**src/rtl/wisc_regfile_bypass.sv**
```systemverilog
// wisc_regfile_bypass
//   8 x 16-bit architectural register file fed by the write-back stage and
//   read by the two decode-stage ports. R0 is an ordinary register.
//   Holds a sticky halt latch that freezes architectural state, a saturating
//   committed-write counter and a one-cycle error pulse on writes after halt.
//
// Optional feature (macro WISC_RF_BYPASS_EN):
//   defined     -> a committing write is forwarded to a matching read port
//                  in the same cycle
//   not defined -> reads always return stored contents
//
// Ports:
//   clk, rst_n          clock, asynchronous active-low reset
//   wr_en/addr/data     write-back write port
//   halt_in             halt indication from write-back
//   rd_addr1/2          read addresses
//   rd_data1/2          read data, combinational
//   halted              sticky halt status, registered
//   wr_count            committed writes since reset, saturating, registered
//   err                 write-attempt-after-halt pulse, registered
module wisc_regfile_bypass #(
  parameter int unsigned DATA_W   = 16,
  parameter int unsigned ADDR_W   = 3,
  parameter int unsigned NUM_REGS = 8,
  parameter int unsigned CNT_W    = 16
) (
  input  logic              clk,
  input  logic              rst_n,
  input  logic              wr_en,
  input  logic [ADDR_W-1:0] wr_addr,
  input  logic [DATA_W-1:0] wr_data,
  input  logic              halt_in,
  input  logic [ADDR_W-1:0] rd_addr1,
  input  logic [ADDR_W-1:0] rd_addr2,
  output logic [DATA_W-1:0] rd_data1,
  output logic [DATA_W-1:0] rd_data2,
  output logic              halted,
  output logic [CNT_W-1:0]  wr_count,
  output logic              err
);

  localparam logic [CNT_W-1:0] CNT_MAX = {CNT_W{1'b1}};

  logic [DATA_W-1:0] regs_q [NUM_REGS];
  logic [DATA_W-1:0] regs_d [NUM_REGS];
  logic              halted_q, halted_d;
  logic [CNT_W-1:0]  cnt_q, cnt_d;
  logic              err_q, err_d;
  logic              commit_c;

  // Writes are only architecturally visible before the halt latch sets.
  assign commit_c = wr_en & ~halted_q;

  // Next-state logic.
  always_comb begin
    regs_d   = regs_q;
    halted_d = halted_q | halt_in;
    err_d    = wr_en & halted_q;
    cnt_d    = cnt_q;
    if (commit_c) begin
      regs_d[wr_addr] = wr_data;
      if (cnt_q != CNT_MAX) cnt_d = cnt_q + CNT_W'(1);
    end
  end

  // State registers.
  always_ff @(posedge clk or negedge rst_n) begin
    if (!rst_n) begin
      for (int i = 0; i < int'(NUM_REGS); i++) regs_q[i] <= '0;
      halted_q <= 1'b0;
      cnt_q    <= '0;
      err_q    <= 1'b0;
    end else begin
      regs_q   <= regs_d;
      halted_q <= halted_d;
      cnt_q    <= cnt_d;
      err_q    <= err_d;
    end
  end

  // Read ports; the forward path is gated by rst_n so reset reads stay zero.
`ifdef WISC_RF_BYPASS_EN
  logic fwd_ok_c;
  assign fwd_ok_c = commit_c & rst_n;
  assign rd_data1 = (fwd_ok_c && (wr_addr == rd_addr1)) ? wr_data : regs_q[rd_addr1];
  assign rd_data2 = (fwd_ok_c && (wr_addr == rd_addr2)) ? wr_data : regs_q[rd_addr2];
`else
  assign rd_data1 = regs_q[rd_addr1];
  assign rd_data2 = regs_q[rd_addr2];
`endif

  assign halted   = halted_q;
  assign wr_count = cnt_q;
  assign err      = err_q;

endmodule

```
**config.mk**
```make
export PLATFORM = sky130hd
export DESIGN_NAME = wisc_regfile_bypass
export DESIGN_NICKNAME = d
export VERILOG_FILES = /design/src/rtl/wisc_regfile_bypass.sv
export SDC_FILE = /design/constraint.sdc
export NUM_CORES = 1
export LEC_CHECK = 0
export ABC_AREA = 1
export CAP_MARGIN = 10
export CORE_UTILIZATION = 55
export CTS_CLUSTER_DIAMETER = 80
export DETAILED_ROUTE_END_ITERATION = 8
export PLACE_DENSITY = 0.87
export SETUP_SLACK_MARGIN = 0.2
export SYNTH_ARGS = -nofsm -noshare
export SYNTH_HDL_FRONTEND = slang
export SYNTH_SLANG_ARGS = --single-unit
```
**constraint.sdc**
```tcl
create_clock -name clk -period 2.1 [get_ports clk]
set_input_delay 0.21 -clock clk [delete_from_list [all_inputs] [get_ports clk]]
set_output_delay 0.21 -clock clk [all_outputs]
set_load 0.01 [all_outputs]
```
==> results of run 1 <==
[placed cells by master (no fill, tap or decap), types with 9 or more instances in the layout]
cell type and n:
buf_4 15, nand2_1 268, clkdlybuf4s50_1 41, inv_1 74
o21ai_0 289, clkbuf_16 17, clkdlybuf4s15_1 9, dfrtp_1 146
o21ai_1 18, a21oi_2 15, buf_12 19, a21oi_1 66
dlygate4sd2_1 20, nor2_1 103, nand3_1 18
[timing repair]
action                                  CTS  global route
endpoints found under the hold margin    42             0
endpoints found under the setup margin   32            17
hold buffers                              1             0
gates cloned                              0             0
gates resized for setup                  34            21
[final cells by class]
| class | instances | share of cell area |
|---|---|---|
| multi-input combinational | 810 | 0.382 |
| sequential | 146 | 0.374 |
| timing repair buffer | 113 | 0.127 |
| clock buffer | 21 | 0.0482 |
| inverter | 76 | 0.0294 |
| tap | 180 | 0.0231 |
| clock inverter | 10 | 0.0160 |
[sequential cells by signal (all words and copies together) (netlist names)]
signal,flops
err,1
halted,1
wr_count,16
regs_q,128
[power by group through the flow]
| stage | combinational (mW) | clock (mW) | sequential [mW] |
|---|---|---|---|
| after floorplan | 0.449 | 0 | 2.99 |
| after global placement | 0.881 | 0 | 3.00 |
| after detailed placement | 0.898 | 0 | 3.00 |
| after CTS | 0.871 | 3.25 | 2.95 |
| after global routing | 0.979 | 3.37 | 2.96 |
| final | 0.889 | 3.24 | 2.96 |
[worst max-delay path: cells and delay by family, from the launching register on]
kind                   cells  cell delay [ns]
AOI/OAI and AO/OA          3             0.36
buffers and inverters      2             0.36
DFF                        1             0.38
and+or+nand+nor            2             0.13
[per-layer routing]
| metal | track usage | wire [um] | part of all wire | vias to the layer above |
|---|---|---|---|---|
| li1 | - | - | - | 3756 |
| met1 | 0.410 | 9100 | 0.39 | 3719 |
| met2 | 0.518 | 10900 | 0.47 | 512 |
| met4 | 0.149 | 702 | 0.030 | 0 |
| met5 | 0 | 0 | 0 | - |
| met3 | 0.0883 | 2480 | 0.11 | 66 |
[path summary, 6_finish.rpt]
check	startpoint	end	slack (ns)	cells past startpoint
min in group clk	wr_en	err$_DFF_PN0_	0.36	3
max in group asynchronous	rst_n	regs_q[101]$_DFFE_PN0P_	1.18	3
worst max-delay path	regs_q[108]$_DFFE_PN0P_	rd_data1[12]	0.23	7
worst min-delay path	rst_n	regs_q[95]$_DFFE_PN0P_	0.28	2
worst min register to register	regs_q[96]$_DFFE_PN0P_	regs_q[96]$_DFFE_PN0P_	0.49	2
worst max register to register	wr_count[0]$_DFFE_PN0P_	wr_count[9]$_DFFE_PN0P_	0.39	9
[kinds of logic (layout without fill, tap and decap cells)]
logic type | after synthesis | in the layout | synth area share
and+or+nand+nor | 413 | 413 | 0.206
buffers and inverters | 148 | 220 | 0.0781
DFF | 146 | 146 | 0.457
AOI/OAI and AO/OA | 394 | 394 | 0.255
xor gates and xnor gates | 2 | 2 | 0.00219
adders and majority gates | 1 | 1 | 0.00157
==> metrics, run 1 <==
sequential area share after synthesis=0.457; CP Capture Type=output port; Synth top area share=0.457; Die X-Extent=123 um; worst path required time=1.89 ns; type of the most critical hold path=input port to async pin; vias in the first global route=7,424; maximum clock frequency=536 MHz; count leader, synth=o21ai_0; IO Pins=79; Setup Buffers After CTS=0; final period utilization=0.889; CTS buffer count=17; die area=15,000 um^2; Core Area=14,000 um^2; Pint=5.31 mW; Finished Cell Area=9760 um^2; worst setup path category=flip-flop to output port; Die H=123 um; Yosys reg bits=146; YS warnings=0; Antenna Cells=0; Placed Instances=1,324; drt first pass iters=6; Post-DRT Antenna Nets=0; Setup Skew=0.00453 ns; GP Congestion=0.899; Most used DFF post-synth=dfrtp_1; pin count of the biggest net entering global routing=57; clk sinks=146; antenna violations before repair=0; initial core utilization=0.569; main area contributors after synthesis=dfrtp_1 (46%), o21ai_0 (19%), nand2_1 (13%); Max FO, Critical Path=2; HPWL after detailed placement=14,400 um; WL/cell=17.1 um; CTS tree=yes; arrival time of the worst setup path=1.66 ns; Final setup viols=0; asr flop ratio synth=1.00; worst hold margin=0.276 ns; Setup WS pre-CTS=0.174 ns; Peak VDD IR=0.640 mV; mapped cell area=7990 um^2; Clock Pin Slew Worst Setup and Hold Paths=0.06 ns; pwr dens=726 nW/um^2; fillers=1,100; slew margin rel.=0.708; placed standard-cell area=9140 um^2; EDFF count, synth=0; H-tree Lvls=4; share of cells above drive strength 1=0.0927; Critical Path Max Stage Delay=0.38 ns; First DRT Iteration DRCs=934; drt total wl=23,200 um; worst slew pin tran=0.438 ns; Net Sw Power=1.77 mW; DRC viols=0; status=finished clean; Pins Over Slew Limit=0; GRT Overall Usage=0.325; Layout Nets=1,194; setup tns final=0 ns; most frequent cells after synthesis=o21ai_0 (298), nand2_1 (268), dfrtp_1 (146); Synthesized Nets=1,134; Clk pwr share=0.457; row count=43; Yosys cell types=27; Vias=8,053; FF/Latch Area=3650 um^2; LEAKAGE=4.53 nW; Layout area overhead=22.1%; Power, Total=7.08 mW; CP Cell Sequence=inv_1 > a21oi_1 > o21ai_0 > o21ai_0 > nand2_1 > nand2_1 > dlygate4sd2_1; Synth Instances=1,104; top cell type by total area after synthesis=dfrtp_1; Finished Layout Cells=1,356; first-pass GRT wire length=37,100 um; final hold viol count=0; clock latency on the worst-skew pair=0.43 ns; number of port buffers=78; clk buf depth=2; Critical Path Start Type=flip-flop; multi-input logic area=3720 um^2; vias per cell=5.94; GRT overflow=0; CP max stage cell=dfrtp_1; final cell utilization of the core=0.695; worst setup margin=0.233 ns; Comb power frac=0.126; syn avg cell area=7.24 um^2; Sw Ratio=0.250; minimum clock period=1.87 ns; Flop pwr share=0.418; clk root buf=clkbuf_16; RSZ-0062 raised after global routing=no; max-cap violations=0
Note: power is estimated with default switching activity, not from simulation.
==> run 2, diff against run 1 <==
CAP_MARGIN = 20   (was 10)
==> results of run 2 <==
Same layout as run 1: the final DEF is identical, and so are final timing and power.
